===== config.mk =====
export PLATFORM = sky130hd
export DESIGN_NAME = id_ex_stage_flat
export DESIGN_NICKNAME = d
export VERILOG_FILES = /design/src/rtl/id_ex_stage_if.sv /design/src/rtl/id_ex_stage.sv /design/src/flat_wrapper.sv
export SDC_FILE = /design/constraint.sdc
export NUM_CORES = 1
export LEC_CHECK = 0
export ABC_CLOCK_PERIOD_IN_PS = 4600
export BUFFER_PORTS_ARGS = -buffer_cell sky130_fd_sc_hd__buf_2
export CAP_MARGIN = 20
export CORE_AREA = 2 2 151 153
export CTS_BUF_LIST = sky130_fd_sc_hd__clkbuf_4 sky130_fd_sc_hd__clkbuf_8
export DETAILED_ROUTE_END_ITERATION = 7
export DIE_AREA = 0 0 153 155
export GPL_TIMING_DRIVEN = 0
export PLACE_DENSITY = 0.75
export REMOVE_ABC_BUFFERS = 1
export SLEW_MARGIN = 20
export SYNTH_ARGS = -nofsm -noshare
export SYNTH_HDL_FRONTEND = slang
export SYNTH_SLANG_ARGS = --single-unit
export TNS_END_PERCENT = 50

===== constraint.sdc =====
create_clock -name clk -period 4.6 [get_ports clk]
set_input_delay 0.92 -clock clk [delete_from_list [all_inputs] [get_ports clk]]
set_output_delay 0.92 -clock clk [all_outputs]
set_load 0.01 [all_outputs]

===== src/rtl/id_ex_stage_if.sv =====
// Decode-to-execute bundle: ALU operands/control plus memory and writeback controls.
// Latency: none (wires only); the producer registers every signal.
// Backpressure: out_valid/out_ready; the producer holds the bundle while out_ready is low.
// Ports: master = decode stage (drives bundle, samples out_ready); slave = ALU/later stages.
interface id_ex_stage_if #(
  parameter int XLEN = 32
);
  logic            out_valid;
  logic            out_ready;
  logic [XLEN-1:0] op1;
  logic [XLEN-1:0] op2;
  logic [3:0]      alu_ctrl;
  logic            branch;
  logic            jump;
  logic            jalr;
  logic [XLEN-1:0] imm;
  logic [XLEN-1:0] out_pc;
  logic [XLEN-1:0] store_data;
  logic [XLEN-1:0] rs1_val;
  logic [4:0]      rd;
  logic            reg_write;
  logic            mem_read;
  logic            mem_write;
  logic [2:0]      mem_funct3;
  logic            illegal;

  modport master (
    output out_valid, op1, op2, alu_ctrl, branch, jump, jalr, imm, out_pc,
           store_data, rs1_val, rd, reg_write, mem_read, mem_write, mem_funct3, illegal,
    input  out_ready
  );

  modport slave (
    input  out_valid, op1, op2, alu_ctrl, branch, jump, jalr, imm, out_pc,
           store_data, rs1_val, rd, reg_write, mem_read, mem_write, mem_funct3, illegal,
    output out_ready
  );
endinterface


===== src/rtl/id_ex_stage.sv =====
// RV32I decode/issue: decodes in_instr, reads the regfile with writeback bypass, registers the bundle.
// Latency: 1 cycle from accepted instruction to out_valid; full throughput of one per cycle.
// Backpressure: in_ready = !out_valid || out_ready; bundle holds while stalled; flush kills held and incoming.
// Ports: clk/rst_n; in_* instruction handshake; rs*_addr/rs*_data regfile read; wb_* bypass; flush; ex = bundle.
module id_ex_stage #(
  parameter int              XLEN     = 32,
  parameter logic [XLEN-1:0] RESET_PC = '0
) (
  input  logic            clk,
  input  logic            rst_n,
  input  logic            in_valid,
  output logic            in_ready,
  input  logic [31:0]     in_instr,
  input  logic [XLEN-1:0] in_pc,
  output logic [4:0]      rs1_addr,
  output logic [4:0]      rs2_addr,
  input  logic [XLEN-1:0] rs1_data,
  input  logic [XLEN-1:0] rs2_data,
  input  logic            wb_we,
  input  logic [4:0]      wb_rd,
  input  logic [XLEN-1:0] wb_data,
  input  logic            flush,
  id_ex_stage_if.master   ex
);
  localparam logic [6:0] OPC_OP     = 7'b0110011;
  localparam logic [6:0] OPC_OPIMM  = 7'b0010011;
  localparam logic [6:0] OPC_BRANCH = 7'b1100011;
  localparam logic [6:0] OPC_LOAD   = 7'b0000011;
  localparam logic [6:0] OPC_STORE  = 7'b0100011;
  localparam logic [6:0] OPC_LUI    = 7'b0110111;
  localparam logic [6:0] OPC_AUIPC  = 7'b0010111;
  localparam logic [6:0] OPC_JAL    = 7'b1101111;
  localparam logic [6:0] OPC_JALR   = 7'b1100111;

  logic [6:0] opcode;
  logic [6:0] funct7;
  logic [2:0] funct3;
  logic [4:0] rd_f;
  assign opcode   = in_instr[6:0];
  assign rd_f     = in_instr[11:7];
  assign funct3   = in_instr[14:12];
  assign funct7   = in_instr[31:25];
  assign rs1_addr = in_instr[19:15];
  assign rs2_addr = in_instr[24:20];

  // Immediates, sign-extended from instr[31] through a signed size cast.
  logic [XLEN-1:0] imm_i, imm_s, imm_b, imm_u, imm_j, shamt;
  assign imm_i = XLEN'($signed(in_instr[31:20]));
  assign imm_s = XLEN'($signed({in_instr[31:25], in_instr[11:7]}));
  assign imm_b = XLEN'($signed({in_instr[31], in_instr[7], in_instr[30:25], in_instr[11:8], 1'b0}));
  assign imm_u = XLEN'($signed({in_instr[31:12], 12'b0}));
  assign imm_j = XLEN'($signed({in_instr[31], in_instr[19:12], in_instr[20], in_instr[30:21], 1'b0}));
  // Shift-immediates carry only the 5-bit shift amount; the upper field is funct7.
  assign shamt = XLEN'(in_instr[24:20]);

  // Writeback bypass: a same-cycle write wins over the stale regfile read; x0 reads 0.
  logic [XLEN-1:0] rs1_v, rs2_v;
  assign rs1_v = (rs1_addr == 5'd0) ? '0 :
                 (wb_we && wb_rd == rs1_addr) ? wb_data : rs1_data;
  assign rs2_v = (rs2_addr == 5'd0) ? '0 :
                 (wb_we && wb_rd == rs2_addr) ? wb_data : rs2_data;

  logic [XLEN-1:0] d_op1, d_op2, d_imm;
  logic [3:0]      d_alu;
  logic [2:0]      d_mf3;
  logic            d_branch, d_jump, d_jalr, d_rw, d_mr, d_mw, d_ill;

  always_comb begin
    d_op1    = rs1_v;
    d_op2    = rs2_v;
    d_imm    = '0;
    d_alu    = 4'b0000;
    d_mf3    = 3'b000;
    d_branch = 1'b0;
    d_jump   = 1'b0;
    d_jalr   = 1'b0;
    d_rw     = 1'b0;
    d_mr     = 1'b0;
    d_mw     = 1'b0;
    d_ill    = 1'b0;
    case (opcode)
      OPC_OP: begin
        d_alu = {funct7[5], funct3};
        d_rw  = 1'b1;
        if (funct7 != 7'h00 && funct7 != 7'h20)
          d_ill = 1'b1;
        else if (funct7 == 7'h20 && funct3 != 3'b000 && funct3 != 3'b101)
          d_ill = 1'b1;
      end
      OPC_OPIMM: begin
        d_alu = {1'b0, funct3};
        d_rw  = 1'b1;
        if (funct3 == 3'b001) begin
          d_imm = shamt;
          d_op2 = shamt;
          d_ill = (funct7 != 7'h00);
        end else if (funct3 == 3'b101) begin
          d_imm    = shamt;
          d_op2    = shamt;
          d_alu[3] = in_instr[30];
          // Only bit 30 (SRAI vs SRLI) may be set in the upper field.
          d_ill    = ((funct7 & 7'b101_1111) != 7'h00);
        end else begin
          d_imm = imm_i;
          d_op2 = imm_i;
        end
      end
      OPC_BRANCH: begin
        d_imm    = imm_b;
        d_alu    = {1'b0, funct3};
        d_branch = 1'b1;
        d_ill    = (funct3 == 3'b010 || funct3 == 3'b011);
      end
      OPC_LOAD: begin
        d_imm = imm_i;
        d_op2 = imm_i;
        d_mr  = 1'b1;
        d_rw  = 1'b1;
        d_mf3 = funct3;
      end
      OPC_STORE: begin
        d_imm = imm_s;
        d_op2 = imm_s;
        d_mw  = 1'b1;
        d_mf3 = funct3;
      end
      OPC_LUI: begin
        d_imm = imm_u;
        d_op1 = '0;
        d_op2 = imm_u;
        d_rw  = 1'b1;
      end
      OPC_AUIPC: begin
        d_imm = imm_u;
        d_op1 = in_pc;
        d_op2 = imm_u;
        d_rw  = 1'b1;
      end
      OPC_JAL, OPC_JALR: begin
        // ALU computes the link address; the target adder uses imm (and rs1_val for JALR).
        d_imm  = (opcode == OPC_JALR) ? imm_i : imm_j;
        d_op1  = in_pc;
        d_op2  = XLEN'(3'd4);
        d_jump = 1'b1;
        d_jalr = (opcode == OPC_JALR);
        d_rw   = 1'b1;
      end
      default: d_ill = 1'b1;
    endcase
    // Illegal bundles still travel downstream but must have no architectural side effect.
    if (d_ill) begin
      d_rw     = 1'b0;
      d_mr     = 1'b0;
      d_mw     = 1'b0;
      d_branch = 1'b0;
      d_jump   = 1'b0;
      d_jalr   = 1'b0;
    end
    if (rd_f == 5'd0)
      d_rw = 1'b0;
  end

  logic            valid_q;
  logic [XLEN-1:0] op1_q, op2_q, imm_q, pc_q, sdata_q, rs1v_q;
  logic [3:0]      alu_q;
  logic [4:0]      rd_q;
  logic [2:0]      mf3_q;
  logic            branch_q, jump_q, jalr_q, rw_q, mr_q, mw_q, ill_q;
  logic            capture;

  assign in_ready = !valid_q || ex.out_ready;
  assign capture  = in_valid && in_ready && !flush;

  always_ff @(posedge clk or negedge rst_n) begin
    if (!rst_n) begin
      valid_q  <= 1'b0;
      op1_q    <= '0;
      op2_q    <= '0;
      imm_q    <= '0;
      pc_q     <= RESET_PC;
      sdata_q  <= '0;
      rs1v_q   <= '0;
      alu_q    <= 4'b0000;
      rd_q     <= 5'd0;
      mf3_q    <= 3'b000;
      branch_q <= 1'b0;
      jump_q   <= 1'b0;
      jalr_q   <= 1'b0;
      rw_q     <= 1'b0;
      mr_q     <= 1'b0;
      mw_q     <= 1'b0;
      ill_q    <= 1'b0;
    end else begin
      if (flush)
        valid_q <= 1'b0;
      else if (capture)
        valid_q <= 1'b1;
      else if (ex.out_ready)
        valid_q <= 1'b0;
      if (capture) begin
        op1_q    <= d_op1;
        op2_q    <= d_op2;
        imm_q    <= d_imm;
        pc_q     <= in_pc;
        sdata_q  <= rs2_v;
        rs1v_q   <= rs1_v;
        alu_q    <= d_alu;
        rd_q     <= rd_f;
        mf3_q    <= d_mf3;
        branch_q <= d_branch;
        jump_q   <= d_jump;
        jalr_q   <= d_jalr;
        rw_q     <= d_rw;
        mr_q     <= d_mr;
        mw_q     <= d_mw;
        ill_q    <= d_ill;
      end
    end
  end

  assign ex.out_valid  = valid_q;
  assign ex.op1        = op1_q;
  assign ex.op2        = op2_q;
  assign ex.imm        = imm_q;
  // An empty stage reports RESET_PC rather than the PC of a drained or flushed bundle.
  assign ex.out_pc     = valid_q ? pc_q : RESET_PC;
  assign ex.store_data = sdata_q;
  assign ex.rs1_val    = rs1v_q;
  assign ex.alu_ctrl   = alu_q;
  assign ex.rd         = rd_q;
  assign ex.mem_funct3 = mf3_q;
  assign ex.branch     = branch_q;
  assign ex.jump       = jump_q;
  assign ex.jalr       = jalr_q;
  assign ex.reg_write  = rw_q;
  assign ex.mem_read   = mr_q;
  assign ex.mem_write  = mw_q;
  assign ex.illegal    = ill_q;
endmodule


===== src/flat_wrapper.sv =====
// flat-port wrapper written by rule: the top's interface ports become plain ports
module id_ex_stage_flat 
#(
  parameter int              XLEN     = 32,
  parameter logic [XLEN-1:0] RESET_PC = '0
)
  (clk, rst_n, in_valid, in_ready, in_instr, in_pc, rs1_addr, rs2_addr, rs1_data, rs2_data, wb_we, wb_rd, wb_data, flush, ex_out_valid, ex_op1, ex_op2, ex_alu_ctrl, ex_branch, ex_jump, ex_jalr, ex_imm, ex_out_pc, ex_store_data, ex_rs1_val, ex_rd, ex_reg_write, ex_mem_read, ex_mem_write, ex_mem_funct3, ex_illegal, ex_out_ready);
  id_ex_stage_if #(.XLEN(XLEN)) ex_i ();
  input  logic clk;
  input  logic rst_n;
  input  logic in_valid;
  output logic in_ready;
  input  logic [31:0] in_instr;
  input  logic [XLEN-1:0] in_pc;
  output logic [4:0] rs1_addr;
  output logic [4:0] rs2_addr;
  input  logic [XLEN-1:0] rs1_data;
  input  logic [XLEN-1:0] rs2_data;
  input  logic wb_we;
  input  logic [4:0] wb_rd;
  input  logic [XLEN-1:0] wb_data;
  input  logic flush;
  output wire logic [$bits(ex_i.out_valid)-1:0] ex_out_valid;
  output wire logic [$bits(ex_i.op1)-1:0] ex_op1;
  output wire logic [$bits(ex_i.op2)-1:0] ex_op2;
  output wire logic [$bits(ex_i.alu_ctrl)-1:0] ex_alu_ctrl;
  output wire logic [$bits(ex_i.branch)-1:0] ex_branch;
  output wire logic [$bits(ex_i.jump)-1:0] ex_jump;
  output wire logic [$bits(ex_i.jalr)-1:0] ex_jalr;
  output wire logic [$bits(ex_i.imm)-1:0] ex_imm;
  output wire logic [$bits(ex_i.out_pc)-1:0] ex_out_pc;
  output wire logic [$bits(ex_i.store_data)-1:0] ex_store_data;
  output wire logic [$bits(ex_i.rs1_val)-1:0] ex_rs1_val;
  output wire logic [$bits(ex_i.rd)-1:0] ex_rd;
  output wire logic [$bits(ex_i.reg_write)-1:0] ex_reg_write;
  output wire logic [$bits(ex_i.mem_read)-1:0] ex_mem_read;
  output wire logic [$bits(ex_i.mem_write)-1:0] ex_mem_write;
  output wire logic [$bits(ex_i.mem_funct3)-1:0] ex_mem_funct3;
  output wire logic [$bits(ex_i.illegal)-1:0] ex_illegal;
  input wire logic [$bits(ex_i.out_ready)-1:0] ex_out_ready;
  assign ex_out_valid = ex_i.out_valid;
  assign ex_op1 = ex_i.op1;
  assign ex_op2 = ex_i.op2;
  assign ex_alu_ctrl = ex_i.alu_ctrl;
  assign ex_branch = ex_i.branch;
  assign ex_jump = ex_i.jump;
  assign ex_jalr = ex_i.jalr;
  assign ex_imm = ex_i.imm;
  assign ex_out_pc = ex_i.out_pc;
  assign ex_store_data = ex_i.store_data;
  assign ex_rs1_val = ex_i.rs1_val;
  assign ex_rd = ex_i.rd;
  assign ex_reg_write = ex_i.reg_write;
  assign ex_mem_read = ex_i.mem_read;
  assign ex_mem_write = ex_i.mem_write;
  assign ex_mem_funct3 = ex_i.mem_funct3;
  assign ex_illegal = ex_i.illegal;
  assign ex_i.out_ready = ex_out_ready;
  id_ex_stage #(.XLEN(XLEN), .RESET_PC(RESET_PC)) u_core (.clk(clk), .rst_n(rst_n), .in_valid(in_valid), .in_ready(in_ready), .in_instr(in_instr), .in_pc(in_pc), .rs1_addr(rs1_addr), .rs2_addr(rs2_addr), .rs1_data(rs1_data), .rs2_data(rs2_data), .wb_we(wb_we), .wb_rd(wb_rd), .wb_data(wb_data), .flush(flush), .ex(ex_i));
endmodule

; ---- Yosys cells after proc, flatten, opt, wreduce, memory -nomap -nowiden
; Index checks and enable logic that the tools add are counted.
[totals]
register_bits = 212
input_bits = 171
word_cells = 95
out_inout_bits = 223
[op_classes]
muxes = 36
reduce_logical = 24
n_eq_ne = 18
[ops]
columns = cell, n
row1 = 32-bit two-way mux, 7
row2 = 32-bit one-hot mux with 6 select lines, 1
row3 = 32-bit one-hot mux with 5 select lines, 1
row4 = 32-bit one-hot mux with 2 select lines, 1
row5 = 7-bit by 6-bit equality test with 1-bit output (second input constant), 4
row6 = 1-bit two-way mux, 22
row7 = 7-bit equality test (second input constant), 3
row8 = 20-bit two-way mux, 1
row9 = 5-bit zero test, 3
row10 = 7-bit by 5-bit equality test with 1-bit output (second input constant), 2
row11 = 7-bit nonzero test, 2
row12 = 4-bit one-hot mux with 3 select lines, 1
row13 = 5-bit equality test, 2
row14 = 7-bit by 2-bit equality test with 1-bit output (second input constant), 1
row15 = 1-bit logical AND, 7
row16 = 7-bit by 6-bit != test with 1-bit output (second input constant), 1
row17 = 7-bit OR reduction, 1
row18 = 3-bit by 2-bit equality test with 1-bit output (second input constant), 2
row19 = 3-bit nonzero test, 2
row20 = 2-bit OR reduction, 3
row21 = 6-bit OR reduction, 1
row22 = 1-bit one-hot mux with 4 select lines, 1
row23 = 3-bit by 1-bit equality test with 1-bit output (second input constant), 1
row24 = 3-bit equality test (second input constant), 1
row25 = other kinds (5), 7

; ---- Depth between registers and ports, before layout
; Gate-level depths: netlist (run 1).
[logic_depth]
word_depth = 8
ltp_mapped = 8
mapped_depth_nobuf = 6

; ---- Least setup slack after synthesis (run 1)
; Ideal clock, no wire load.
[synth_path]
path_type = in2reg
startpoint = input port in_instr[6]
endpoint = register u_core.op2_q[28], in the netlist u_core.ex.op2[28]
setup_ps = 87
t_arrival_ps = 2174
path_buffers = 3
required_time_ps = 4513
path_slack_ps = 2339
stages = 8
cell_sequence = and3b_1 buf_6 and4_4 buf_6 nor3_4 nand3_4 buf_6 o2111ai_2
[synth_between]
elab_chain_len = 3
word_cells_on_any_way = 10
cone_classes = eq/ne (7) / mux (1) / reduce/logical (2)
[synth_lines]
columns = element, line
row1 = start: declaration, flat_wrapper.sv:13  ; input logic [31:0] in_instr;
row2 = 7-bit equality test (tied with other cells), id_ex_stage.sv:81  ; case (opcode)
row3 = 2-bit OR reduction, n/a
row4 = 32-bit one-hot mux with 5 select lines *, id_ex_stage.sv:81
row5 = end signal: assignment, id_ex_stage.sv:202  ; op2_q <= d_op2;
row6 = end: declaration, id_ex_stage.sv:164  ; logic [XLEN-1:0] op1_q, op2_q, imm_q, pc_q, sdata_q, rs1v_q;
; Every way passes the cells marked *; elsewhere a longest branch is shown, timed or not.
; A chain may end at the register's enable or synchronous reset.

; ---- Worst setup path after layout (run 1)
[layout_path]
startpoint = register u_core.valid_q, in the netlist u_core.ex.out_valid
endpoint = register u_core.op2_q[13], in the netlist u_core.ex.op2[13]
[layout_between]
elab_chain_len = 4
[layout_lines]
columns = element, line
row1 = start: declaration, id_ex_stage.sv:163  ; logic valid_q;
row2 = start signal: assignment, id_ex_stage.sv:176  ; valid_q <= 1'b0;
row3 = start signal: assignment, id_ex_stage.sv:195  ; valid_q <= 1'b0;
row4 = start signal: assignment, id_ex_stage.sv:197  ; valid_q <= 1'b1;
row5 = 1-bit zero test, id_ex_stage.sv:171  ; assign in_ready = !valid_q || ex.out_ready;
row6 = 1-bit logical OR, id_ex_stage.sv:171
row7 = 1-bit logical AND (2 in a row), id_ex_stage.sv:172  ; assign capture = in_valid && in_ready && !flush;
; No other way between the ends.

==> results of run 1 <==
==> logic make-up after synthesis <==
kind of cell | synth area share
simple gates | 0.1786
compound gates | 0.1683
flops | 0.5285
buf+inv | 0.05111
mux | 0.06382
xor+xnor | 0.009599
==> through the flow <==
| stage | total power [mW] | instances | worst slack, ns | util | area, um^2 |
|---|---|---|---|---|---|
| 4_1_cts | 5.234 | 1736 | 1.083 | 0.5932 | 13190 |
| 3_3_place_gp | 3.303 | 1639 | -19.74 | 0.5340 | 11870 |
| 6_report | 5.186 | 1736 | 1.090 | 0.5932 | 13190 |
| 5_1_grt | 5.434 | 1736 | 0.8205 | 0.5932 | 13190 |
| 3_5_place_dp | 3.322 | 1670 | 0.8848 | 0.5562 | 12360 |
| 2_1_floorplan | 2.777 | 961 | -7.637 | - | 9547 |
==> final cells by class <==
cell class | count | area (um^2) | area share
Inverter | 6 | 22.52 | 0.001708
Tap cell | 285 | 356.6 | 0.02705
Clock buffer | 56 | 708.2 | 0.05371
Sequential cell | 212 | 5306 | 0.4024
Clock inverter | 10 | 115.1 | 0.008730
Timing Repair Buffer | 424 | 2414 | 0.1831
Multi-Input combinational cell | 743 | 4263 | 0.3233
==> registers in the layout, summed over array words and instances (netlist names), 3 cells and up <==
register	flops
u_core.ex.op2	32
u_core.ex.rs1_val	32
u_core.pc_q	32
u_core.ex.store_data	32
u_core.ex.mem_funct3	3
u_core.ex.alu_ctrl	4
u_core.ex.rd	5
u_core.ex.op1	32
u_core.ex.imm	32
==> power by group through the flow <==
stage / Combinational (mW) / Clock, mW / Sequential [mW]
after CTS: 1.05 / 1.94 / 2.24
after global routing: 1.14 / 2.02 / 2.28
final: 1.05 / 1.89 / 2.25
after floorplan: 0.409 / 0 / 2.37
after detailed placement: 1.05 / 0 / 2.27
after global placement: 1.04 / 0 / 2.27
==> worst max-delay path by stage <==
stage          depth (start not counted)                        to                 from
2_1_floorplan                          4  u_core.ex.store_data[15]         ex_out_ready
3_3_place_gp                           4     u_core.ex.rs1_val[30]  u_core.ex.out_valid
3_5_place_dp                          10         u_core.ex.op2[12]         ex_out_ready
4_1_cts                                9         u_core.ex.op2[13]  u_core.ex.out_valid
5_1_grt                                9         u_core.ex.op2[13]  u_core.ex.out_valid
6_report                               9         u_core.ex.op2[13]  u_core.ex.out_valid
==> layout by cell type, fill, tap and decap left out, types with 3 or more instances in the layout <==
cell type and count:
nor2_1 61, inv_1 6, a22oi_1 6, and2_1 37, buf_8 7, xor2_1 9
a21oi_1 49, o22ai_1 29, mux2i_1 64, o31ai_1 3, clkbuf_4 10, clkbuf_8 46
buf_6 7, buf_2 392, o21ai_1 55, nand2_1 257, dfrtp_1 211, a221oi_1 4
nor2b_1 3, o21ai_0 54, buf_16 6, nand3_1 26, clkinv_2 4, nand2b_1 3
buf_4 11, a2bb2oi_1 8, o21a_1 3, nor4_1 4, o2111ai_2 13, o221ai_2 5
o211ai_2 7
==> critical path, stage by stage, from the launching register on <==
cell	delay, ns
dfrtp_2	0.65
and2b_1	0.32
inv_1	0.07
nand3b_1	0.40
buf_6	0.32
buf_8	0.16
buf_6	0.16
nor3_4	0.33
nand3_4	0.56
o2111ai_1	0.39
==> metal layers <==
metal  GRT usage  up-vias  wire length [um]
li1            -     4358                 -
met1      0.3668     4574             13960
met2      0.4676      445             16680
met3     0.05320       82              2445
met4      0.1133        0              1210
met5           0        -                 0
==> flow_summary.json, run 1 <==
{
  "post_cts_buffers": 0,
  "diodes": 0,
  "cts_buffers": 37,
  "n_fill_cell": 1953,
  "yosys.area.top_type": "dfrtp_1",
  "numPortBuffers": 393,
  "tns_ns": 0,
  "hold_buffers": 0,
  "die_x_um": 153,
  "post-synth-top-count-cell": "nand2_1",
  "status": "finished clean",
  "ios": 394,
  "synth_seq_cells": 212,
  "dp_hpwl_um": 24890,
  "cp_max_fo": 34,
  "h-tree-depth": 2,
  "synth_cell_types": 54,
  "startpoint_type": "flop",
  "routabilityCongestion": 0.8261,
  "clk_pin_slew_ns": 0.06,
  "post-route-period-util": 0.7630,
  "viasPerCell": 5.449,
  "grtUsageTotal": 0.2815,
  "area_growth_pct": 31.36,
  "grt_pass1_wl_um": 52540,
  "yosysWarnings": 0,
  "row_count": 55,
  "r2r-end": "u_core.ex.op2[13]",
  "relSlewSlack": 0.4238,
  "final_max_slew_viol_count": 0,
  "arrival_ns": 3.92,
  "switching_share": 0.2966,
  "synth.top_cells.by_count": "nand2_1, dfrtp_1, mux2i_1, nor2_1, o21ai_1",
  "overflow": 0,
  "finalHoldViolCount": 0,
  "p_sw_mw": 1.539,
  "critPathKind": "reg -> reg",
  "ys_seq_area_frac": 0.5285,
  "cts_tree": "yes",
  "grt_pass1_vias": 9308,
  "cts_root_buffer": "clkbuf_8",
  "syn_inst": 1047,
  "dieArea_um2": 23720,
  "synth_area_leaders": "dfrtp_1, nand2_1, mux2i_1",
  "antenna_found_initial": 0,
  "p_comb_frac": 0.202,
  "holdWs_ns": 0.3438,
  "coreArea_um2": 22230,
  "post_cts_resized": 0,
  "worstMarginPinSlew_ns": 0.8643,
  "wirelength_um": 34300,
  "peakVddDrop_v": 0.0001962,
  "synth_top_cell_area_share": 0.5285,
  "leakage_nw": 6.538,
  "cts_buffer_depth": 3,
  "grt_start_max_net_pins": 94,
  "cts_num_sinks": 212,
  "avgRoutedWirePerCell_um": 19.76,
  "async_flop_share": 1.000,
  "reg2reg_depth": 9,
  "die_y_um": 155,
  "rsz0062_at_grt": "false",
  "nNetsFinal": 1595,
  "period_needed_ns": 3.510,
  "setup_violations": 0,
  "required_ns": 5.01,
  "maxCapViolCount": 0,
  "vias": 9459,
  "syn-cell-area_um2": 10040,
  "reg2reg_slack_ns": 1.09,
  "rr_startpoint": "u_core.ex.out_valid",
  "drive_above_1_share": 0.3666,
  "dr.pass1.iters": 5,
  "start_util": 0.4516,
  "cellPowerDensity_nw_per_um2": 393.4,
  "worst_clock_skew_ns": 0.02290,
  "drtAntennaViolNets": 0,
  "power.internal_mw": 3.648,
  "end_kind": "flop",
  "drt_iter0_drc": 714,
  "clock_latency_ns": 0.52,
  "avgSynthCellArea_um2": 9.587,
  "drc": 0,
  "hp-class": "in -> async",
  "power.share.clock": 0.365,
  "max_freq_mhz": 284.9,
  "power_frac_seq": 0.433,
  "ys.flop_type": "dfrtp_1",
  "synth_edf_count": 0
}
No activity file was read; power rests on OpenSTA's default activity.
==> inputs of run 2 (changes only) <==
Settings changed: ABC_CLOCK_PERIOD_IN_PS 4600 to 3340, CORE_AREA 2 2 151 153 to 2 2 152 154, DIE_AREA 0 0 153 155 to 0 0 154 156.
Clock period 4.6 ns to 3.34 ns, I/O delays scaled along.
==> flow_summary.json, run 2 (same netlist as run 1, synthesis figures left out) <==
{
  "status": "finished clean",
  "routabilityCongestion": 0.8541,
  "antenna_found_initial": 0,
  "grt_start_max_net_pins": 86,
  "period_needed_ns": 3.090,
  "clock_latency_ns": 0.52,
  "reg2reg_slack_ns": 0.25,
  "drt_iter0_drc": 648,
  "multiInputGateArea_um2": 4277,
  "coreArea_um2": 22370,
  "h-tree-depth": 2,
  "row_count": 55,
  "diodes": 0,
  "start_util": 0.4488,
  "die_y_um": 156,
  "maxCapViolCount": 0,
  "design_area_um2": 13260,
  "cts_num_sinks": 212,
  "cts_buffer_depth": 3,
  "drive_above_1_share": 0.3688,
  "avgRoutedWirePerCell_um": 20.40,
  "top_layer": "met4",
  "layout_common_cells": "buf_2, nand2_1, dfrtp_1",
  "n_fill_cell": 1972,
  "rsz0062_at_grt": "false",
  "area_growth_pct": 32.09,
  "finalHoldViolCount": 0,
  "holdWs_ns": 0.08810,
  "peakVddDrop_v": 0.0002990,
  "die_x_um": 154,
  "reg2reg_depth": 11,
  "overflow": 0,
  "worst_clock_skew_ns": 0.01514,
  "wl_met2_um": 17230,
  "crit_chain": "and2b_1 > inv_1 > nand3b_1 > buf_8 > buf_6 > buf_6 > buf_8 > nor3_4 > o21ai_4 > buf_16 > o22ai_1",
  "max_freq_mhz": 323.6,
  "rr_startpoint": "u_core.ex.out_valid",
  "startpoint_type": "flop",
  "dpl_cell_area_um2": 12420,
  "numPortBuffers": 393,
  "post-route-period-util": 0.9251,
  "cts_tree": "yes",
  "cts_buffers": 39,
  "final_max_slew_viol_count": 0,
  "dr.pass1.iters": 6,
  "r2r-end": "u_core.ex.op1[26]",
  "cp_max_fo": 34,
  "hp-class": "in -> async",
  "seq_area_um2": 5309,
  "clk_pin_slew_ns": 0.06,
  "route.met3.wl_um": 2692,
  "critPathKind": "reg -> reg",
  "drc": 0,
  "grt_pass1_vias": 9637,
  "cellPowerDensity_nw_per_um2": 536.5,
  "required_ns": 3.77,
  "grt_pass1_wl_um": 54010,
  "slowest_stage": "dfrtp_4",
  "ios": 394,
  "wirelength_um": 35510,
  "worstMarginPinSlew_ns": 0.9175,
  "final_common_cell": "buf_2",
  "vias": 9634,
  "cts_root_buffer": "clkbuf_8",
  "met1Wirelength_um": 14050,
  "relSlewSlack": 0.3884,
  "leakage_nw": 6.578,
  "viasPerCell": 5.534,
  "setup_violations": 0,
  "nNetsFinal": 1602,
  "end_kind": "flop",
  "arrival_ns": 3.52,
  "drtAntennaViolNets": 0,
  "dp_hpwl_um": 25970,
  "slowest_delay_ns": 0.67,
  "dieArea_um2": 24020,
  "grtUsageTotal": 0.2900
}
==> run 2: cell count changes in the layout (fill, tap and decap cells not counted), moves of 2 or more <==
cell	previous run	this run
clkinvlp_4	2	0
buf_6	7	10
buf_12	1	3
clkbuf_8	46	50
bufinv_16	2	0
buf_4	11	9
clkinv_2	4	1
clkbuf_4	10	15
==> run 2: layout make-up <==
cell class | instances | share of cell area
Sequential cell | 212 | 0.4004
Multi-Input combinational cell | 744 | 0.3226
Timing Repair Buffer | 428 | 0.1876
Clock buffer | 65 | 0.06040
Tap cell | 285 | 0.02690
Inverter | 6 | 0.001699
Clock inverter | 1 | 0.0003775
==> run 2: per-stage QoR <==
stage	instances	setup slack [ns]	total power [mW]	util	setup TNS [ns]
6_report	1741	0.2500	7.113	0.5928	0
3_3_place_gp	1639	-20.91	4.557	0.5307	-3295.17
4_1_cts	1741	0.1630	7.167	0.5927	0
2_1_floorplan	961	-8.645	3.824	-	-1321.17
3_5_place_dp	1673	-0.4577	4.594	0.5555	-15.56
5_1_grt	1741	0.04953	7.457	0.5928	0
==> run 2: power breakdown <==
| group | switching, mW | internal [mW] | leakage [nW] |
|---|---|---|---|
| clock network | 1.06 | 1.50 | 0.432 |
| logic | 0.861 | 0.600 | 3.52 |
| registers | 0.183 | 2.91 | 2.62 |
==> run 2: worst max-delay path: cells and delay by family (launching register included) <==
kind,cells,cell delay (ns)
flops,1,0.67
compound gates,2,0.48
buf+inv,6,1.00
simple gates,3,0.81
==> run 2: worst max-delay path by stage <==
stage / from / end / slack, ns / cells past startpoint
4_1_cts: u_core.ex.out_valid / u_core.ex.op1[26] / 0.16 / 11
5_1_grt: u_core.ex.out_valid / u_core.ex.op1[9] / 0.05 / 11
6_report: u_core.ex.out_valid / u_core.ex.op1[26] / 0.25 / 11
2_1_floorplan: ex_out_ready / u_core.ex.store_data[15] / -8.65 / 4
3_5_place_dp: u_core.ex.out_valid / u_core.ex.op2[25] / -0.46 / 10
3_3_place_gp: u_core.ex.out_valid / u_core.ex.rs1_val[19] / -20.91 / 4
==> run 2: what timing repair did <==
item	CTS	global route
setup buffers	1	0
pin swaps	2	0
hold buffers	0	0
resized for setup	1	1
endpoints found under the setup margin	63	6
gates cloned	1	0
==> run 2: routing by layer <==
metal	vias to the layer above	global-route usage
met5	-	0
met4	0	0.1455
met3	115	0.05667
met2	457	0.4849
met1	4676	0.3608
li1	4386	-
